<file path="src/rtl/mem_lsu.sv">
// MEM-stage load/store unit: single-outstanding data-memory port with byte strobes,
// load extraction/extension and pipeline stall while an access is in flight.
//
// state | meaning
// IDLE  | no access in flight; legal mop launches a request, bad mop raises fault_o
// REQ   | dmem_req_o held with stable fields until dmem_gnt_i
// WAIT  | granted, waiting for dmem_rvalid_i
// DONE  | done_o pulse, pipeline released for one cycle
module mem_lsu #(
  parameter int ADDR_W = 32
) (
  input  logic              clk,
  input  logic              rst_n,
  input  logic              op_valid_i,
  input  logic              op_load_i,
  input  logic              op_store_i,
  input  logic [2:0]        funct3_i,
  input  logic [31:0]       addr_i,
  input  logic [31:0]       store_data_i,
  output logic              dmem_req_o,
  input  logic              dmem_gnt_i,
  output logic              dmem_we_o,
  output logic [ADDR_W-1:0] dmem_addr_o,
  output logic [31:0]       dmem_wdata_o,
  output logic [3:0]        dmem_wstrb_o,
  input  logic              dmem_rvalid_i,
  input  logic [31:0]       dmem_rdata_i,
  output logic [31:0]       load_data_o,
  output logic              done_o,
  output logic              stall_o,
  output logic              fault_o
);

  typedef enum logic [1:0] {IDLE, REQ, WAIT, DONE} state_t;

  state_t      state;
  logic [2:0]  f3_q;
  logic [1:0]  off_q;
  logic        load_q;

  logic        is_mop;
  logic        f3_legal;
  logic        misaligned;
  logic        mop_ok;
  logic [3:0]  wstrb_n;
  logic [31:0] wdata_n;
  logic [31:0] resp_data;

  function automatic logic [31:0] extract(input logic [31:0] rdata,
                                          input logic [2:0]  f3,
                                          input logic [1:0]  off);
    logic [31:0] sh;
    logic [31:0] res;
    sh = rdata >> {off, 3'b000};
    case (f3)
      3'b000:  res = {{24{sh[7]}}, sh[7:0]};
      3'b100:  res = {24'h0, sh[7:0]};
      3'b001:  res = {{16{sh[15]}}, sh[15:0]};
      3'b101:  res = {16'h0, sh[15:0]};
      default: res = sh;
    endcase
    return res;
  endfunction

  assign is_mop = op_valid_i & (op_load_i | op_store_i);

  // load takes priority if both op_load_i and op_store_i are set
  always_comb begin
    f3_legal = 1'b0;
    if (op_load_i) begin
      case (funct3_i)
        3'b000, 3'b001, 3'b010, 3'b100, 3'b101: f3_legal = 1'b1;
        default:                                f3_legal = 1'b0;
      endcase
    end else begin
      case (funct3_i)
        3'b000, 3'b001, 3'b010: f3_legal = 1'b1;
        default:                f3_legal = 1'b0;
      endcase
    end
  end

  assign misaligned = ((funct3_i[1:0] == 2'b01) & addr_i[0]) |
                      ((funct3_i[1:0] == 2'b10) & (addr_i[1:0] != 2'b00));
  assign mop_ok     = is_mop & f3_legal & ~misaligned;

  assign fault_o = (state == IDLE) & is_mop & ~(f3_legal & ~misaligned);
  assign stall_o = ((state == IDLE) & mop_ok) | (state == REQ) | (state == WAIT);

  always_comb begin
    wstrb_n = 4'b1111;
    wdata_n = store_data_i;
    case (funct3_i[1:0])
      2'b00: begin
        wstrb_n = 4'b0001 << addr_i[1:0];
        wdata_n = {4{store_data_i[7:0]}};
      end
      2'b01: begin
        wstrb_n = 4'b0011 << addr_i[1:0];
        wdata_n = {2{store_data_i[15:0]}};
      end
      default: begin
        wstrb_n = 4'b1111;
        wdata_n = store_data_i;
      end
    endcase
    if (op_load_i) wstrb_n = 4'b0000;
  end

  assign resp_data = load_q ? extract(dmem_rdata_i, f3_q, off_q) : 32'h0;

  always_ff @(posedge clk) begin
    if (!rst_n) begin
      state        <= IDLE;
      dmem_req_o   <= 1'b0;
      dmem_we_o    <= 1'b0;
      dmem_addr_o  <= '0;
      dmem_wdata_o <= 32'h0;
      dmem_wstrb_o <= 4'h0;
      load_data_o  <= 32'h0;
      done_o       <= 1'b0;
      f3_q         <= 3'h0;
      off_q        <= 2'h0;
      load_q       <= 1'b0;
    end else begin
      done_o <= 1'b0;
      case (state)
        IDLE: begin
          if (mop_ok) begin
            state        <= REQ;
            dmem_req_o   <= 1'b1;
            dmem_we_o    <= ~op_load_i;
            dmem_addr_o  <= {addr_i[ADDR_W-1:2], 2'b00};
            dmem_wdata_o <= wdata_n;
            dmem_wstrb_o <= wstrb_n;
            f3_q         <= funct3_i;
            off_q        <= addr_i[1:0];
            load_q       <= op_load_i;
          end
        end
        REQ: begin
          // rvalid before the grant is a protocol error and is dropped
          if (dmem_gnt_i) begin
            dmem_req_o <= 1'b0;
            if (dmem_rvalid_i) begin
              state       <= DONE;
              done_o      <= 1'b1;
              load_data_o <= resp_data;
            end else begin
              state <= WAIT;
            end
          end
        end
        WAIT: begin
          if (dmem_rvalid_i) begin
            state       <= DONE;
            done_o      <= 1'b1;
            load_data_o <= resp_data;
          end
        end
        DONE:    state <= IDLE;
        default: state <= IDLE;
      endcase
    end
  end

endmodule

</file>
<file path="config.mk">
export PLATFORM = sky130hd
export DESIGN_NAME = mem_lsu
export DESIGN_NICKNAME = d
export VERILOG_FILES = /design/src/rtl/mem_lsu.sv
export SDC_FILE = /design/constraint.sdc
export NUM_CORES = 1
export LEC_CHECK = 0
export ABC_AREA = 1
export CAP_MARGIN = 10
export CORE_MARGIN = 1
export CORE_UTILIZATION = 25
export DETAILED_ROUTE_END_ITERATION = 10
export HOLD_SLACK_MARGIN = 0.08
export MAX_ROUTING_LAYER = met4
export PLACE_DENSITY = 0.55
export SETUP_SLACK_MARGIN = 0.02
export SYNTH_ARGS = -nofsm -noshare
export SYNTH_HDL_FRONTEND = slang
export SYNTH_SLANG_ARGS = --single-unit
</file>
<file path="constraint.sdc">
create_clock -name clk -period 2.7 [get_ports clk]
set_clock_uncertainty 0.2 [all_clocks]
set_input_delay 0.675 -clock clk [delete_from_list [all_inputs] [get_ports clk]]
set_output_delay 0.675 -clock clk [all_outputs]
set_load 0.1 [all_outputs]
</file>
==> out/results.txt <==
Crit path from = funct3_i[2]
Routability congestion estimate = 0.826
Slew Viols, Final = 0
Hold Path Class = register to register
Final ANT Viol Nets = 0
Num CTS Buffers = 9
Post-Route Utilization = 0.388
Worst setup EP type = output pin
Routed len/inst = 14.1 um
Core region area = 19600 sq um
F_max = 0.394 GHz
Starting DRT DRC Count = 253
GR Util All Layers = 0.173
Ant. Diodes = 0
Run status = complete, no violations
Syn_area_per_cell = 6.65 sq um
Startpoint types = input pin
Ratio of cells with drive above 1 in the final layout = 0.178
Port buffer count = 208
TritonCTS clock tree = built
Drt first pass iters = 4
Fraction of registers with async set/reset = 0
Row Count = 51
Largest family of logic cells by synthesized area = simple AND/OR/NAND/NOR gates
Post-Synth XOR/XNOR Area = 0
Starting Density = 0.257
Drt drc = 0
P_leak = 3.25 nW
Nets@finish = 1071
Worst Max-Slew Pin Slew = 951 ps
Via count of the routed design = 5563
First-pass GRT wire length = 27000 um
Post-synthesis adder-cell area fraction = 0.00746
PD cells = 667 nW/um^2
CTS Root Cell = clkbuf_16
GRT overflow = 0
Tot Pwr = 5.07 mW
Worst Path Arrival = 1660 ps
Max Buffers Root-to-Sink = 2
IO Pins = 211
Ys Warns = 0
CTS clk-pin slew, worst paths = 70 ps
Die Span Y = 144 um
Vias in the first global route = 5084
Dominant synthesized flop cell = dfxtp_1
Area growth syn-to-layout = 51.1%
Total Wirelength = 17400 um
Dominant cell type by area after synthesis = dfxtp_1
Hold Startpoint = dmem_we_o
Worst rel slew slack = 0.363
Simple-gate share of the synthesized area = 0.325
Ranking of synthesized cells by area = dfxtp_1 (43%), nand2_1 (25%), a21oi_1 (12%)
Maximum VDD drop = 0.349 mV
Most frequent cell after synthesis = nand2_1
Largest net degree at the start of global routing = 71
Post-synthesis cell count = 756
Required @ worst endpoint = 1820 ps
# setup viols final = 0
Compound-Gate Fraction of Synth Area = 0.160
Unrepaired setup endpoints after global routing = no
Hpwl dp = 12600 um
Final hold slack = 254 ps
Clk Latency, worst-skew pair = 350 ps
MaxCap Viol Count = 0
Post-synthesis instance area = 5030 sq um
FILL cells = 2116
FF-to-FF path depth = 10
CP Class = input pin to output pin
Fin crit share = 0.939
Hold path depth = 2
Max FO, Critical Path = 3
Hold bufs inserted after CTS = 0
Via density = 4.52
Initial antenna violation count = 0
FF-to-FF Start = state[0]
Die Width = 144 um
Tmin final = 2540 ps
Number of H-tree levels = 3
Die area = 20700 sq um
Top-area cell type share of the netlist area = 0.434
Sink Count = 109
Synthesis-stage register bit count = 109
Count of cell types in the netlist = 23
Mux cell area share after synthesis = 0
Seq/Total Area, Yosys = 0.434
Hold Vio Cnt, Final = 0
Most frequent cells after synthesis = nand2_1 (337), a21oi_1 (123), dfxtp_1 (109)
Number of flops mapped to enable cells by yosys = 0
report_power, final:
group / internal [mW] / switching (mW) / total, mW
sequential: 1.71 / 0.0664 / 1.78
clock: 0.731 / 0.650 / 1.38
combinational: 0.550 / 1.36 / 1.91
total: 2.99 / 2.08 / 5.07
sequential cells by signal, summed over array words and instances (netlist names), 2 cells and up:
register / flops
dmem_addr_o: 30
dmem_wstrb_o: 4
load_data_o: 32
f3_q: 3
off_q: 2
dmem_wdata_o: 32
state: 2
worst max-delay path, cell delays in order:
cell           delay, ps
dlygate4sd2_1        280
nor2_1               140
nand2_1               80
nand2_2              130
nand3_4              100
nand2_4               90
buf_12               170
cells by family (layout without fill, tap and decap cells):
family | Yosys count | after routing
AND/OR/NAND/NOR | 410 | 410
AO/OA/AOI/OAI | 153 | 153
flip-flops | 109 | 109
buffers and inverters | 80 | 290
adder cells (fa/ha/maj) | 3 | 3
other | 1 | 2
layout by cell type (no fill, tap or decap), types with 2 or more instances in the layout:
master,Yosys,layout
clkbuf_16,0,9
dfxtp_1,109,109
dlygate4sd2_1,0,7
ha_1,3,3
nor2_1,18,16
inv_1,25,24
nand2_2,2,2
clkdlybuf4s50_1,0,97
o21ai_0,14,13
conb_1,1,2
buf_12,0,4
nand2_4,1,3
clkinv_2,0,2
inv_2,4,4
o211ai_1,14,14
nand2_1,337,335
nand4_1,2,2
nor2_2,0,2
nand3_1,46,46
a21oi_1,123,123
buf_4,5,136
nand3_2,3,2
layer usage:
metal  vias to the layer above  GRT usage  part of all wire  routed length (um)
met1                      2501      0.222              0.45                7900
met3                        22     0.0480             0.080                1390
met2                       182      0.263              0.45                7840
met4                         0     0.0526             0.016                 285
met5                         -          -                 0                   0
li1                       2858          -                 -                   -
path summary, 6_finish.rpt:
path / endpoint / slack (ps)
hold reg to reg: dmem_we_o / 250
setup reg to reg: dmem_wdata_o[4] / 560
setup / recovery: stall_o / 160
hold / removal: dmem_we_o / 250
area by class of cell:
cell class	count	area, sq um	share of cell area
clock inverters	6	71.3	0.00938
flip-flops and latches	109	2180	0.287
multi-input cells	568	2530	0.333
inverters	29	110	0.0145
clock buffers	10	229	0.0301
repair buffers	245	2150	0.282
well taps	265	332	0.0436
metrics by stage:
stage	cells	area, sq um	setup slack, ps	TNS (ps)
finish	1232	7600	164	0
global route	1232	7600	21.8	0
CTS	1231	7580	25.9	0
detailed placement	1213	7250	-307	-7010
global placement	1213	7250	-240	-4630
floorplan	757	5040	-123	-123
repair_timing:
item                                    CTS  global route
pin swaps                                 7             3
endpoints found under the setup margin    2             2
gates cloned                              0             0
gates resized for setup                  13             3
buffers inserted                          2             1
Note: power is estimated with default switching activity, not from simulation.
